## src/rtl/counter_pkg.sv

```systemverilog
// Shared definitions for the counter family: FSM state encoding for the
// countdown timer and the load-clamp helper.
package counter_pkg;

  typedef enum logic {
    IDLE = 1'b0,
    RUN  = 1'b1
  } countdown_state_e;

  // Saturate a requested count into the legal range 0..limit-1.
  function automatic int clamp_load(input int value, input int limit);
    return (value >= limit) ? (limit - 1) : value;
  endfunction

endpackage

```

## src/rtl/countdown_timer.sv

```systemverilog
// countdown_timer: loadable down-counter with ready/valid load handshake,
// decrement strobes, abort, and a registered one-cycle expiry pulse.
// Optional build macro COUNTDOWN_TIMER_AUTO_RELOAD_EN: on expiry the count
// reloads from the last loaded value and the countdown keeps running until
// aborted.
module countdown_timer
  import counter_pkg::*;
#(
  parameter int    Limit = 16,
  localparam byte  Width = byte'($clog2(Limit))
) (
  input  logic             clk_i,
  input  logic             rst_ni,
  input  logic             load_valid_i,
  output logic             load_ready_o,
  input  logic [Width-1:0] load_value_i,
  input  logic             dec_i,
  input  logic             abort_i,
  output logic [Width-1:0] value_o,
  output logic             busy_o,
  output logic             will_underflow_o,
  output logic             expire_o
);

  countdown_state_e state_q, state_d;
  logic [Width-1:0] value_q, value_d;
  logic             expire_q, expire_d;
  logic [Width-1:0] load_clamped;
  logic             at_one;

`ifdef COUNTDOWN_TIMER_AUTO_RELOAD_EN
  logic [Width-1:0] reload_q, reload_d;
`endif

  assign load_clamped = Width'(clamp_load(32'(load_value_i), Limit));
  assign at_one       = (value_q == Width'(1));

  // Next-state and datapath: a load is only possible in IDLE; in RUN abort wins over dec.
  always_comb begin
    state_d  = state_q;
    value_d  = value_q;
    expire_d = 1'b0;
`ifdef COUNTDOWN_TIMER_AUTO_RELOAD_EN
    reload_d = reload_q;
`endif
    unique case (state_q)
      IDLE: begin
        if (load_valid_i) begin
          value_d = load_clamped;
`ifdef COUNTDOWN_TIMER_AUTO_RELOAD_EN
          reload_d = load_clamped;
`endif
          // A zero start value expires immediately without entering RUN.
          if (load_clamped != '0) state_d  = RUN;
          else                    expire_d = 1'b1;
        end
      end
      RUN: begin
        if (abort_i) begin
          state_d = IDLE;
          value_d = '0;
        end else if (dec_i) begin
          if (at_one) begin
            expire_d = 1'b1;
`ifdef COUNTDOWN_TIMER_AUTO_RELOAD_EN
            value_d  = reload_q;
`else
            state_d  = IDLE;
            value_d  = '0;
`endif
          end else begin
            value_d = value_q - Width'(1);
          end
        end
      end
      default: begin
        state_d = IDLE;
        value_d = '0;
      end
    endcase
  end

  // State, count and expiry registers; everything clears on async reset.
  always_ff @(posedge clk_i or negedge rst_ni) begin
    if (!rst_ni) begin
      state_q  <= IDLE;
      value_q  <= '0;
      expire_q <= 1'b0;
`ifdef COUNTDOWN_TIMER_AUTO_RELOAD_EN
      reload_q <= '0;
`endif
    end else begin
      state_q  <= state_d;
      value_q  <= value_d;
      expire_q <= expire_d;
`ifdef COUNTDOWN_TIMER_AUTO_RELOAD_EN
      reload_q <= reload_d;
`endif
    end
  end

  assign busy_o           = (state_q == RUN);
  assign load_ready_o     = (state_q == IDLE);
  assign will_underflow_o = (state_q == RUN) && at_one;
  assign value_o          = value_q;
  assign expire_o         = expire_q;

endmodule
```

## config.mk

```make
export PLATFORM = sky130hd
export DESIGN_NAME = countdown_timer
export DESIGN_NICKNAME = d
export VERILOG_FILES = /design/src/rtl/counter_pkg.sv /design/src/rtl/countdown_timer.sv
export SDC_FILE = /design/constraint.sdc
export NUM_CORES = 1
export LEC_CHECK = 0
export ABC_CLOCK_PERIOD_IN_PS = 2600
export BUFFER_PORTS_ARGS = -buffer_cell sky130_fd_sc_hd__buf_2
export CAP_MARGIN = 0
export CORE_AREA = 2 2 39 41
export DETAILED_ROUTE_END_ITERATION = 8
export DIE_AREA = 0 0 41 43
export SYNTH_ARGS = -nofsm -noshare
export SYNTH_HDL_FRONTEND = slang
export SYNTH_SLANG_ARGS = --single-unit
export TNS_END_PERCENT = 5
```

## constraint.sdc

```tcl
create_clock -name clk_i -period 2.6 [get_ports clk_i]
set_input_delay 0 -clock clk_i [delete_from_list [all_inputs] [get_ports clk_i]]
set_output_delay 0 -clock clk_i [all_outputs]
set_load 0.01 [all_outputs]
```

==> reports/metrics.yaml, run 1 <==
cells_and_area:
  final_util_pct: 36.8
  nNetsFinal: 68
  final_cell_mix: "buf_2, dfrtp_1, o2bb2ai_1"
  layout-drive-gt1-share_pct: 40.0
  final_common_cell: "buf_2"
  syn2layout_area_growth_pct: 35.2
  diodes: 0
die:
  core-area_um2: 1380
  initial_utilization_pct: 27.2
  fp.dieH_um: 43
  die_w_um: 41
  design.die.area_um2: 1760
  row_count: 14
  pin_count: 17
timing:
  final_max_slew_viol_count: 0
  slew-limit-headroom_pct: 69.6
  finalSetupTns_ps: 0
  period_minus_slack_ps: 1590
  timing.final.ws_setup_ps: 1010
  hold_viol: 0
  setup_viol: 0
  fmax_mhz: 628
  worst_pin_slew_ps: 455
  fin_skew_ps: 3.61
  min_period_over_period_pct: 61.2
  rsz0062_at_grt: "no"
yosys:
  synthTopCellsByArea: "dfrtp_1, o2bb2ai_1, ha_1, a2bb2oi_1, nand2b_1"
  ys_seq_elements: 6
  netlist.area_leader.share_pct: 39.9
  netlist_area_um2: 377
  synth-warning-count: 0
  synth_area_leader_cell: "dfrtp_1"
  synth-seq-area-share_pct: 39.9
  syn-num-nets: 46
  yosysUniqueCellTypes: 21
  syn_inst: 35
  syn_avg_cell_area_um2: 10.8
clock_network:
  cts_root_buf: "clkbuf_4"
  clk_pin_slew_worst_paths_ps: 40
  clk_latency_ps: 240
  cts.sinks: 6
  ctsResizeCount: 0
  cts_made_buffers: 3
  cts_tree: "yes"
  htreeDepth: 1
  clockBufferDepth: 2
routing:
  wl_per_cell_um: 12.5
  postRouteAntennaNets: 0
  drt_wl_total_um: 885
  drtIter0Drc: 10
  drc: 0
  firstDrtPassIters: 4
  viasPerCell: 5.28
  vias: 375
power:
  p_per_area_nw_per_um2: 954
  max-vdd-ir-drop_mv: 0.489
  total_leakage_power_nw: 0.246
grt:
  grt-ovfl-total: 0
  antenna_found_initial: 0
  grt_pass1_wl_um: 1390
  grt_max_degree: 9
  grt_use_total_pct: 12.2
  grt_pass1_vias: 315
setup_path:
  cp-end-kind: "output pin"
  r2r_cells: 5
  cp-start-kind: "flop"
  rrSetupSlack_ps: 1130
  startpoint: "value_o[1]"
  required_ps: 2600
  crit_end: "will_underflow_o"
  critical_path_peak_fanout: 4
  critPathArrivalTime_ps: 1590
  r2r-end: "busy_o"
  path_class: "reg2out"
  rr_startpoint: "value_o[1]"
outcome:
  status: "finished, final reports clean"
placed_design:
  portBuffers: 16
  place_worst_setup_slack_ps: 1150
  place.gp.congestion: 0.755
  dp_hpwl_um: 715
job:
  drv_cap: 0
hold_path:
  hp-start: "load_valid_i"
  hold_path_class: "in2reg"
## registers in the layout (all words and copies together) (netlist names)
| name | count |
|---|---|
| value_o | 4 |
| busy_o | 1 |
| expire_o | 1 |
## through the flow
stage,area [um2],instances,total power [mW],hold WS (ps)
2_1_floorplan,377,35,0.321,-296
3_3_place_gp,477,67,0.406,-169
3_5_place_dp,477,67,0.403,-174
4_1_cts,509,71,0.491,17.3
5_1_grt,509,71,0.529,15.7
6_report,509,71,0.486,18.6
## repair_timing
action | in CTS | in global routing
endpoints found under the hold margin | 6 | 0
hold buffers | 1 | 0
buffers inserted | 0 | 0
## cell usage after synthesis
cell       n
nor3_1     1
and2_1     1
o22ai_1    1
and2_4     1
o21ai_1    1
ha_1       2
mux2_2     1
mux2i_1    1
a21oi_1    1
nand2_1    1
nand2b_1   2
nor3b_1    1
nor4b_1    1
a31o_1     1
a22oi_1    1
nand4bb_1  1
o2bb2ai_1  5
inv_1      3
or4_4      1
a2bb2oi_1  2
dfrtp_1    6
## critical path: stages, from the launching register on
cell and delay (ps):
dfrtp_1 400, inv_1 80, ha_1 160, nor3b_1 410, and2_1 190, buf_2 120
## kinds of logic (layout without fill, tap and decap cells)
logic type / Yosys count / in the layout / share of synthesized area, %
DFF: 6 / 6 / 39.9
and+or+nand+nor: 10 / 10 / 19.9
adders and majority gates: 2 / 2 / 6.64
buffers and inverters: 3 / 23 / 2.99
muxes: 2 / 2 / 5.65
AOI/OAI and AO/OA: 12 / 12 / 24.9
## worst min path at each step
stage          endpoint  slack [ps]  cells past startpoint
2_1_floorplan    busy_o        -300                      0
3_3_place_gp   expire_o        -170                      1
3_5_place_dp     busy_o        -170                      1
4_1_cts          busy_o          20                      2
5_1_grt          busy_o          20                      2
6_report         busy_o          20                      2
## layout make-up
class	instances	area (um2)
multi-input cells	26	215
flip-flops and latches	6	150
fillers	142	875
well taps	16	20.0
clock buffers	3	22.5
repair buffers	17	90.1
inverters	3	11.3
## power breakdown
part | total, mW | leakage, nW | internal, mW | switching, mW
combinational | 0.229 | 0.157 | 0.115 | 0.114
clock | 0.0822 | 0.0138 | 0.0520 | 0.0303
sequential | 0.174 | 0.0757 | 0.129 | 0.0449
total | 0.486 | 0.246 | 0.296 | 0.190
## per-layer routing
metal	routed length [um]	share of wire [%]	track usage, %	vias up
met2	368	42	14.1	22
met1	387	44	16.9	171
met4	6	0.68	4.00	0
li1	-	-	-	180
met5	0	0	0	-
met3	123	14	9.42	2
No activity file was read; power rests on OpenSTA's default activity.
==> inputs of run 2 (changes only) <==
--- a/config.mk
+++ b/config.mk
@@ -5,7 +5,8 @@
 export SDC_FILE = /design/constraint.sdc
 export NUM_CORES = 1
 export LEC_CHECK = 0
-export ABC_CLOCK_PERIOD_IN_PS = 2600
+export ABC_AREA = 1
+export ABC_CLOCK_PERIOD_IN_PS = 1400
 export BUFFER_PORTS_ARGS = -buffer_cell sky130_fd_sc_hd__buf_2
 export CAP_MARGIN = 0
 export CORE_AREA = 2 2 39 41
==> constraint.sdc (replaced) <==
create_clock -name clk_i -period 1.4 [get_ports clk_i]
set_input_delay 0 -clock clk_i [delete_from_list [all_inputs] [get_ports clk_i]]
set_output_delay 0 -clock clk_i [all_outputs]
set_load 0.01 [all_outputs]
==> run 2 against run 1 <==
Effect of this change:
- core utilization increased by 2.6 points
- wire length increased by 1.9%
- first-iteration DRC count increased by 10%
- synthesized area increased by 9.6%
- sequential power increased by 57%
- critical path depth unchanged
- critical endpoint unchanged
- highest routed layer unchanged
==> reports/metrics.yaml, run 2 <==
grt:
  grt_max_degree: 9  # unchanged
  grt_pass1_wl_um: 1510  # +9.0%
  grt-ovfl-total: 0  # unchanged
  grt_pass1_vias: 369  # +17%
  grt_use_total_pct: 13.3  # +1.1 points
  antenna_found_initial: 0  # unchanged
clock_network:
  cts_tree: "yes"
  ctsResizeCount: 0  # unchanged
  htreeDepth: 1  # unchanged
  cts.sinks: 6  # unchanged
  clockBufferDepth: 2  # unchanged
  cts_hold_buf: 1  # unchanged
  cts_setup_buffers: 0  # unchanged
  clk_latency_ps: 260  # +20 ps
  cts_root_buf: "clkbuf_4"
  clk_pin_slew_worst_paths_ps: 50  # about the same
  cts_made_buffers: 3  # unchanged
yosys:
  syn_avg_cell_area_um2: 7.24  # -33%
  netlist_area_um2: 413  # +9.6%
  synth-warning-count: 0  # unchanged
  yosysUniqueCellTypes: 18  # -14%
  ys_async_sr_fraction_pct: 100  # unchanged
  synthTopCellsByArea: "dfrtp_1, nand2_1, inv_1, nor2_1, ha_1"
  synth-main-ff-cell: "dfrtp_1"
  synth_edf_count: 0  # unchanged
  synth-seq-area-share_pct: 36.4  # -3.5 points
  netlist.area_leader.share_pct: 36.4  # -3.5 points
  syn-num-nets: 68  # +48%
  ys_top_cells_by_count: "nand2_1, inv_1, nor2_1, dfrtp_1, a21oi_1"
  yosysMostFrequentCell: "nand2_1"
  syn_inst: 57  # +63%
  ys_seq_elements: 6  # unchanged
  synth_area_leader_cell: "dfrtp_1"
power:
  total_leakage_power_nw: 0.304  # +24%
  p_int_mw: 0.453  # +53%
  power.switching_mw: 0.326  # +72%
  combPwrFrac_pct: 41.9  # -5.3 points
  pwr-share-seq_pct: 35.1  # -0.8 points
  pwr-share-clk_pct: 23.0  # +6.1 points
  p_per_area_nw_per_um2: 1430  # +50%
  sw_frac_of_total_pct: 41.8  # +2.8 points
  max-vdd-ir-drop_mv: 0.570  # +17%
setup_path:
  critical_path_peak_fanout: 3  # -1
  cp-end-kind: "output pin"
  critPathArrivalTime_ps: 1240  # -350 ps
  cp-start-kind: "flop"
  required_ps: 1400  # -1200 ps
  path_class: "reg2out"
hold_path:
  hold_path_class: "in2reg"
timing:
  rsz0062_at_grt: "no"
  hold_viol: 0  # unchanged
  worst_pin_slew_ps: 271  # -184 ps
  fin_skew_ps: 1.09  # -2.52 ps
  finalSetupTns_ps: 0  # unchanged
  setup_viol: 0  # unchanged
  slew-limit-headroom_pct: 82.0  # +12 points
  final_max_slew_viol_count: 0  # unchanged
  fmax_mhz: 806
  min_period_over_period_pct: 88.6
  period_minus_slack_ps: 1240
  whs_ps: 11.1  # -7.58 ps
die:
  fp.dieH_um: 43  # unchanged
  initial_utilization_pct: 29.8  # +2.6 points
  core-area_um2: 1380  # unchanged
  design.die.area_um2: 1760  # unchanged
  row_count: 14  # unchanged
  pin_count: 17  # unchanged
  die_w_um: 41  # unchanged
routing:
  viasPerCell: 4.35  # -18%
  drtIter0Drc: 11  # +1
  drc: 0  # unchanged
  vias: 405  # +8.0%
  drt_wl_total_um: 902  # +1.9%
  wl_per_cell_um: 9.70  # -22%
  postRouteAntennaNets: 0  # unchanged
  firstDrtPassIters: 4  # unchanged
outcome:
  status: "finished, final reports clean"
placed_design:
  place.gp.congestion: 0.718  # -4.8%
  dp_hpwl_um: 738  # +3.2%
  portBuffers: 16  # unchanged
cells_and_area:
  diodes: 0  # unchanged
  final_cell_mix: "buf_2, nand2_1, inv_1, nor2_1, dfrtp_1"
  syn2layout_area_growth_pct: 32.1
  nFillCells: 147  # +3.5%
  largest_reg_flops: 4  # unchanged
  layout-drive-gt1-share_pct: 35.1  # -4.9 points
  nNetsFinal: 90  # +32%
  final_common_cell: "buf_2"
job:
  drv_cap: 0  # unchanged
-- run 2: final cells by class --
type                    instances  area, um2  share of cell area (%)
multi-input cells              40        221                    40.6
repair buffers                 17       90.1                    16.5
flip-flops and latches          6        150                    27.5
well taps                      16       20.0                    3.67
inverters                      11       41.3                    7.57
clock buffers                   3       22.5                    4.13
-- run 2: cell families after synthesis --
kind of cell    after synthesis  share of synthesized area, %
fa+ha+maj                     2                          6.06
simple gates                 28                          32.1
buf+inv                      11                          10.0
compound gates                9                          13.3
xor+xnor                      1                          2.12
flops                         6                          36.4
-- run 2: through the flow --
stage / setup WS [ps] / total power [mW] / instance area [um2] / instances / utilization (%)
finish: 159 / 0.779 / 546 / 93 / 39.4
global route: 91.0 / 0.857 / 546 / 93 / 39.4
CTS: 163 / 0.780 / 546 / 93 / 39.4
detailed placement: 241 / 0.605 / 513 / 89 / 37.1
global placement: 232 / 0.606 / 513 / 89 / 37.1
floorplan: 283 / 0.497 / 413 / 57 / -
-- run 2: power groups by stage --
| stage | sequential, mW | clock (mW) | combinational, mW |
|---|---|---|---|
| after floorplan | 0.290 | 0 | 0.207 |
| after global placement | 0.275 | 0 | 0.331 |
| after detailed placement | 0.277 | 0 | 0.328 |
| after CTS | 0.274 | 0.173 | 0.332 |
| after global routing | 0.284 | 0.197 | 0.376 |
| final | 0.273 | 0.179 | 0.327 |
-- run 2: path summary, 6_finish.rpt --
check                             start  slack, ps               end  cells past startpoint
setup / recovery             value_o[1]        160  will_underflow_o                      5
max in group asynchronous        rst_ni       1170            busy_o                      2
setup reg to reg                 busy_o        240        value_o[3]                      5
hold reg to reg              value_o[1]        610        value_o[1]                      2
min in group asynchronous        rst_ni         90        value_o[1]                      2
hold / removal             load_valid_i         10            busy_o                      3
-- run 2: worst max-delay path, cell delays in order, from the launching register on --
cell,delay [ps]
dfrtp_1,390
inv_1,120
ha_1,180
nand2_1,80
nor2_1,80
buf_2,130
-- run 2: per-layer routing --
layer | global-route usage (%) | share of wire [%] | vias up
met5 | 0 | 0 | -
met4 | 6.00 | 1.8 | 0
met3 | 6.28 | 7.5 | 2
met2 | 18.8 | 46 | 15
met1 | 16.6 | 45 | 169
li1 | - | - | 219
==> inputs of run 3 (changes only) <==
--- a/config.mk
+++ b/config.mk
@@ -6,7 +6,7 @@
 export NUM_CORES = 1
 export LEC_CHECK = 0
 export ABC_AREA = 1
-export ABC_CLOCK_PERIOD_IN_PS = 1400
+export ABC_CLOCK_PERIOD_IN_PS = 1500
 export BUFFER_PORTS_ARGS = -buffer_cell sky130_fd_sc_hd__buf_2
 export CAP_MARGIN = 0
 export CORE_AREA = 2 2 39 41
==> constraint.sdc (replaced) <==
create_clock -name clk_i -period 1.5 [get_ports clk_i]
set_input_delay 0 -clock clk_i [delete_from_list [all_inputs] [get_ports clk_i]]
set_output_delay 0 -clock clk_i [all_outputs]
set_load 0.01 [all_outputs]
==> run 3 against run 2 <==
Effect of this change:
- register-to-register slack better by 100 ps
- sequential share of layout area unchanged
- clock skew up 6.3 ps
- cell area unchanged
- wire length down 1.3%
- worst setup slack better by 120 ps
- die area unchanged
- critical path depth unchanged
- total power down 8.8%
- sequential power down 7%
- combinational power down 6.7%
- cell count unchanged
- critical path type unchanged
==> reports/metrics.yaml, run 3 (synthesized netlist as in run 2, its figures left out) <==
outcome:
  status: "finished, final reports clean"
setup_path:
  path_class: "reg2out"
  critical_path_peak_fanout: 3  # unchanged
  required_ps: 1500  # +100 ps
  critPathArrivalTime_ps: 1220  # -20 ps
  cp-start-kind: "flop"
  cp-end-kind: "output pin"
timing:
  whs_ps: 35.6  # +24.5 ps
  final_max_slew_viol_count: 0  # unchanged
  rsz0062_at_grt: "no"
  period_minus_slack_ps: 1220
  fin_skew_ps: 7.40  # +6.31 ps
  fmax_mhz: 821
  setup_viol: 0  # unchanged
  finalSetupTns_ps: 0  # unchanged
  worst_pin_slew_ps: 267  # -3.61 ps
  slew-limit-headroom_pct: 82.2  # +0.24 points
  hold_viol: 0  # unchanged
  min_period_over_period_pct: 81.2
clock_network:
  cts_tree: "yes"
  cts_root_buf: "clkbuf_4"
  cts_setup_buffers: 0  # unchanged
  clk_latency_ps: 250  # about the same
  cts_made_buffers: 3  # unchanged
  clockBufferDepth: 2  # unchanged
  htreeDepth: 1  # unchanged
  cts.sinks: 6  # unchanged
  clk_pin_slew_worst_paths_ps: 50  # about the same
cells_and_area:
  nFillCells: 152  # +3.4%
  layout-drive-gt1-share_pct: 35.1  # unchanged
  syn2layout_area_growth_pct: 32.1  # unchanged
  diodes: 0  # unchanged
  nNetsFinal: 90  # unchanged
  largest_reg_flops: 4  # unchanged
  final_cell_mix: "buf_2, nand2_1, inv_1, nor2_1, dfrtp_1"
  final_common_cell: "buf_2"
die:
  core-area_um2: 1380  # unchanged
  fp.dieH_um: 43  # unchanged
  row_count: 14  # unchanged
  die_w_um: 41  # unchanged
  pin_count: 17  # unchanged
  initial_utilization_pct: 29.8  # unchanged
  design.die.area_um2: 1760  # unchanged
power:
  pwr-share-clk_pct: 21.4  # -1.6 points
  pwr-share-seq_pct: 35.7  # +0.6 points
  p_per_area_nw_per_um2: 1300  # -8.8%
  power.switching_mw: 0.288  # -12%
  sw_frac_of_total_pct: 40.5  # -1.3 points
  total_leakage_power_nw: 0.304  # unchanged
  max-vdd-ir-drop_mv: 0.559  # -1.9%
  p_int_mw: 0.422  # -6.8%
  combPwrFrac_pct: 42.9  # +1.0 points
routing:
  firstDrtPassIters: 2  # -2
  dr_wl_met3_um: 65  # -4.4%
  drt_wl_total_um: 890  # -1.3%
  drtIter0Drc: 1  # -10
  vias: 409  # +0.99%
  postRouteAntennaNets: 0  # unchanged
  drc: 0  # unchanged
  wl_per_cell_um: 9.57  # -1.3%
  top_layer: "met3"
  viasPerCell: 4.40  # +0.99%
  wl_met1_um: 394  # -2.7%
  wl_met2_um: 430  # +4.6%
grt:
  grt_use_total_pct: 12.7  # -0.58 points
  grt_pass1_wl_um: 1500  # -0.46%
  antenna_found_initial: 0  # unchanged
  grt_max_degree: 9  # unchanged
  grt-ovfl-total: 0  # unchanged
  grt_pass1_vias: 372  # +0.81%
job:
  drv_cap: 0  # unchanged
placed_design:
  place.gp.congestion: 0.718  # unchanged
  portBuffers: 16  # unchanged
  dp_hpwl_um: 755  # +2.4%
hold_path:
  hold_path_class: "in2reg"
==> run 3: power groups by stage <==
stage               combinational, mW  sequential (mW)  clock (mW)
finish                          0.305            0.254       0.152
global route                    0.351            0.264       0.173
CTS                             0.311            0.256       0.158
detailed placement              0.306            0.259           0
global placement                0.309            0.257           0
floorplan                       0.194            0.270           0
==> run 3: layout make-up <==
type	count	area [um2]	share of cell area, %
multi-input cells	40	221	40.6
flip-flops and latches	6	150	27.5
well taps	16	20.0	3.67
clock buffers	3	22.5	4.13
inverters	11	41.3	7.57
repair buffers	17	90.1	16.5
==> run 3: what timing repair did <==
action / in CTS / in global routing
resized for setup: 0 / 0
hold buffers: 1 / 0
endpoints found under the hold margin: 6 / 0
==> run 3: final timing paths <==
kind                               from          endpoint  slack (ps)  cells past startpoint
setup / recovery             value_o[1]  will_underflow_o         280                      5
hold / removal             load_valid_i            busy_o          40                      3
setup reg to reg                 busy_o        value_o[0]         340                      5
hold reg to reg              value_o[3]        value_o[3]         600                      2
max in group asynchronous        rst_ni          expire_o        1230                      2
min in group asynchronous        rst_ni        value_o[2]         110                      2
==> run 3: critical path, cell delays in order (launching register included) <==
cell     delay [ps]
dfrtp_1         380
inv_1           120
ha_1            180
nand2_1          80
nor2_1           80
buf_2           130
==> run 3: through the flow <==
stage	instances	utilization (%)	power [mW]	instance area (um2)	setup WS, ps
floorplan	57	-	0.464	413	383
global placement	89	37.1	0.566	513	334
detailed placement	89	37.1	0.565	513	341
CTS	93	39.4	0.725	546	260
global route	93	39.4	0.788	546	173
finish	93	39.4	0.710	546	283
==> run 3: routing by layer <==
layer	track usage, %	vias up
met3	4.71	0
met2	18.8	12
li1	-	218
met5	0	-
met4	4.00	0
met1	16.7	179
